$ cat config.mk
export PLATFORM = sky130hd
export DESIGN_NAME = cla4_adder
export DESIGN_NICKNAME = d
export VERILOG_FILES = /design/src/rtl/cla4_adder.sv
export SDC_FILE = /design/constraint.sdc
export NUM_CORES = 1
export LEC_CHECK = 0
export ABC_CLOCK_PERIOD_IN_PS = 2200
export CAP_MARGIN = 5
export CORE_MARGIN = 1
export CORE_UTILIZATION = 46
export DETAILED_ROUTE_END_ITERATION = 16
export PLACE_DENSITY = 0.9
export SLEW_MARGIN = 20
export SYNTH_ARGS = -nofsm -noshare
export SYNTH_HDL_FRONTEND = slang
export SYNTH_SLANG_ARGS = --single-unit
$ cat constraint.sdc
create_clock -name clk -period 2.2 [get_ports clk]
set_clock_uncertainty 0.2 [all_clocks]
set_input_delay 0.22 -clock clk [delete_from_list [all_inputs] [get_ports clk]]
set_output_delay 0.22 -clock clk [all_outputs]
set_load 0.005 [all_outputs]
$ cat src/rtl/cla4_adder.sv
// cla4_adder: two-stage pipelined 4-bit carry-lookahead adder exporting group propagate/generate
module cla4_adder (
   input  logic       clk,
   input  logic       rst,
   input  logic       in_valid,
   input  logic [3:0] a,
   input  logic [3:0] b,
   input  logic       c_in,
   output logic [3:0] s,
   output logic       c_out,
   output logic       p_grp,
   output logic       g_grp,
   output logic       out_valid
);
   logic [3:0] p, g;
   logic       c0, v1;
   logic [4:0] c;
   logic       gg;
   always_ff @(posedge clk) begin
      if (rst) begin
         p  <= '0;
         g  <= '0;
         c0 <= 1'b0;
         v1 <= 1'b0;
      end else begin
         p  <= a ^ b;
         g  <= a & b;
         c0 <= c_in;
         v1 <= in_valid;
      end
   end
   // Flat sum-of-products carries: every carry is two gate levels from p/g/c0.
   assign c[0] = c0;
   assign c[1] = g[0] | (p[0] & c0);
   assign c[2] = g[1] | (p[1] & g[0]) | (p[1] & p[0] & c0);
   assign c[3] = g[2] | (p[2] & g[1]) | (p[2] & p[1] & g[0]) | (p[2] & p[1] & p[0] & c0);
   assign gg   = g[3] | (p[3] & g[2]) | (p[3] & p[2] & g[1]) | (p[3] & p[2] & p[1] & g[0]);
   assign c[4] = gg | (&p & c0);
   always_ff @(posedge clk) begin
      if (rst) begin
         s         <= '0;
         c_out     <= 1'b0;
         p_grp     <= 1'b0;
         g_grp     <= 1'b0;
         out_valid <= 1'b0;
      end else begin
         s         <= p ^ c[3:0];
         c_out     <= c[4];
         p_grp     <= &p;
         g_grp     <= gg;
         out_valid <= v1;
      end
   end
endmodule

After elaboration in Yosys (flattened, before gate mapping)
Index checks and enable logic that the tools add are counted.

Register bits after elaboration: 18. Input bits: 12. Output and inout port bits: 8. Word-level logic and storage cells: 38.

Bitwise operators: 28. Reduce and logical (&&, ||, !) cells: 1.

Operators by type and width (count): 1-bit bitwise AND (15); 1-bit bitwise OR (10); 4-bit bitwise XOR (2); 4-bit bitwise AND (1); 4-bit AND reduction (1).

Depth between registers and ports, before layout
Word-level depth: 5. Gate-level depth with buffers: 4. Depth with buffers taken out: 4.

Least setup slack after synthesis
No wires, ideal clock.

Kind: reg-to-reg. Start: register c0. End: register s[3]. Setup time: 0.072 ns. Arrival: 0.879 ns. Data required time: 1.928 ns. Slack: 1.049 ns. Cell stages (with the launch flop): 4. Buffers on the path: 0. Clock period less this slack: 1.151 ns. Cells stage by stage: dfxtp_1 -> a211oi_2 -> o21ba_1 -> mux2i_1.

Cells in the longest elaborated chain, start to end: 3.

Ends and longest elaborated chain: from (decl) (line 16) `logic c0, v1;`; from (signal assigned) (line 28) `c0 <= c_in;`; 1-bit bitwise AND (line 36) `assign c[3] = g[2] | (p[2] & g[1]) | (p[2] & p[1] & g[0]) | (p[2] & p[1] & p[0] & c0);`; 1-bit bitwise OR (line 36); 4-bit bitwise XOR (line 47) `s <= p ^ c[3:0];`; to (signal assigned) (line 47); to (decl) (line 9) `output logic [3:0] s,`.

Every way passes these cells. A chain may end at the register's enable or synchronous reset.

Worst setup path after layout
Start: register s[0]. End: output s[0].

No word-level cell between the ends.

==> impl_metrics.json <==
{
  "status": "complete, no violations",
  "comb_power_share": 0.119,
  "ant_nets": 0,
  "final_area_sq_um": 883,
  "finalWirelength_um": 832,
  "clockRootBuffer": "clkbuf_4",
  "path_buf_inv": 1,
  "intPower_mw": 0.497,
  "fin_crit_ps": 1510,
  "clockPowerShare": 0.306,
  "vias_per_cell": 4.75,
  "final_hold_viol_count": 0,
  "post-cts-setup-buffers": 0,
  "clkTransAtPathRegs_ps": 90,
  "power_leakage_nw": 0.383,
  "path_max_fanout": 1,
  "synth-edff-count": 0,
  "num_io_pins": 20,
  "critPathLaunchType": "register",
  "grt_pass1_wl_mm": 1.39,
  "end_kind": "output port",
  "path_cells": "clkdlybuf4s50_1",
  "core_sq_um": 1300,
  "n_fill_cell": 120,
  "slew_viol_final": 0,
  "switching_power_mw": 0.124,
  "cts_resized": 0,
  "drive_gt1_frac": 0.103,
  "die_h_um": 39.4,
  "num-nets-final": 96,
  "clkLatencyLatePin_ps": 280,
  "final_cells": 93,
  "cts_buffers": 3,
  "cts_buffer_depth": 2,
  "antenna_found_initial": 0,
  "hold_class": "reg -> reg",
  "grt_pass1_vias": 371,
  "syn_nets": 73,
  "power_mw": 0.620,
  "vias": 442,
  "max_cap_violations": 0,
  "dieWidth_um": 39.4,
  "finalCritPeriodShare": 0.686,
  "place_inst": 89,
  "swShare": 0.199,
  "htree_levels": 1,
  "finalSetupViolCount": 0,
  "placed_area_sq_um": 847,
  "async_flop_share": 0,
  "areaGrowthSynthToFinish_pct": 37.6,
  "rows": 13,
  "grt_use_total": 0.140,
  "grt_overflow_total": 0,
  "slowest_delay_ps": 490,
  "diodes": 0,
  "synthCells": 56,
  "grt_max_degree": 18,
  "cp.arrival_ps": 1090,
  "pwr-share-seq": 0.575,
  "hold_buffers": 0,
  "worstMarginPinSlew_ps": 460,
  "portBuffers": 19,
  "initial_utilization": 0.493,
  "synth_cell_types": 21,
  "drt_iter0_drc": 6,
  "clock_sinks": 18,
  "critPathRequiredTime_ps": 1780,
  "syn_area_per_cell_sq_um": 11.5,
  "tns_ps": 0,
  "drcViolationCount": 0,
  "vdd_drop_max_mv": 0.421,
  "fmax_mhz": 663,
  "rsz0062_at_grt": "no",
  "ys_seq_elements": 18,
  "cp_top_family": "buffers and inverters",
  "tritoncts": "done",
  "power_density_nw_per_um2": 702,
  "firstDrtPassIters": 4,
  "syn-cell-area_sq_um": 642,
  "slew_headroom": 0.693,
  "synth_seq_area_share": 0.561,
  "slowest_stage": "clkdlybuf4s50_1",
  "avgRoutedWirePerCell_um": 8.95,
  "yosysWarnings": 0,
  "design.die.area_sq_um": 1550,
  "synthFlopType": "dfxtp_1",
  "worstSetupPathType": "reg -> out",
  "finalWeightedCongestion": 0.726
}
[flip-flops by register name, indices dropped and copies added, names as in the netlist]
| name | flops |
|---|---|
| c0 | 1 |
| g | 4 |
| p_grp | 1 |
| v1 | 1 |
| s | 4 |
| c_out | 1 |
| g_grp | 1 |
| out_valid | 1 |
| p | 4 |
[worst paths after layout]
kind	endpoint	from	depth (start not counted)	slack [ps]
setup / recovery	s[0]	s[0]	1	690
hold / removal	out_valid	v1	1	250
setup reg to reg	s[3]	g[1]	3	960
hold reg to reg	out_valid	v1	1	250
[per-layer routing]
| layer | wire length (um) | track usage |
|---|---|---|
| met2 | 411 | 0.238 |
| met3 | 46 | 0.0511 |
| met4 | 12 | 0.0776 |
| met5 | 0 | 0 |
| met1 | 362 | 0.148 |
[placed cells by master, fill, tap and decap left out, drive strengths merged]
| master | count |
|---|---|
| nor2 | 4 |
| nor3 | 1 |
| a21o | 2 |
| nand2b | 2 |
| or2 | 1 |
| nand3 | 1 |
| clkbuf | 4 |
| a21oi | 1 |
| o21ba | 1 |
| mux2i | 1 |
| clkdlybuf4s50 | 19 |
| and2b | 6 |
| ha | 5 |
| o21ai | 3 |
| dfxtp | 18 |
| nor2b | 6 |
| xor2 | 1 |
| a211oi | 2 |
[Yosys cell counts, types with 2 or more instances]
| library cell | n | share of area |
|---|---|---|
| dfxtp_1 | 18 | 0.56 |
| and2b_1 | 6 | 0.070 |
| nor2_1 | 4 | 0.023 |
| ha_1 | 5 | 0.097 |
| nand2b_1 | 2 | 0.019 |
| nor2b_1 | 6 | 0.058 |
[through the flow]
step	hold slack, ps	setup WS, ps	utilization
after floorplan	91.6	1050	-
after global placement	224	573	0.651
after detailed placement	229	558	0.651
after CTS	253	676	0.679
after global routing	278	636	0.679
final	248	692	0.679
[power groups by stage]
| stage | combinational, mW | sequential, mW | clock (mW) |
|---|---|---|---|
| 2_1_floorplan | 0.0309 | 0.364 | 0 |
| 3_3_place_gp | 0.0716 | 0.364 | 0 |
| 3_5_place_dp | 0.0744 | 0.364 | 0 |
| 4_1_cts | 0.0752 | 0.357 | 0.198 |
| 5_1_grt | 0.0838 | 0.359 | 0.207 |
| 6_report | 0.0737 | 0.357 | 0.190 |
[layout make-up]
cell class	count	area (sq um)	area share
clock buffer	4	36.3	0.0411
multi-input combinational	37	278	0.314
sequential	18	360	0.408
tap	15	18.8	0.0212
timing repair buffer	19	190	0.215
[kinds of logic after synthesis]
| family | share of synthesized area |
|---|---|
| xor gates and xnor gates | 0.0136 |
| and+or+nand+nor | 0.197 |
| adders and majority gates | 0.0975 |
| AOI/OAI and AO/OA | 0.109 |
| muxes | 0.0156 |
| DFF | 0.561 |
| buffers and inverters | 0.00584 |
Power figures use the tool's default switching activity.
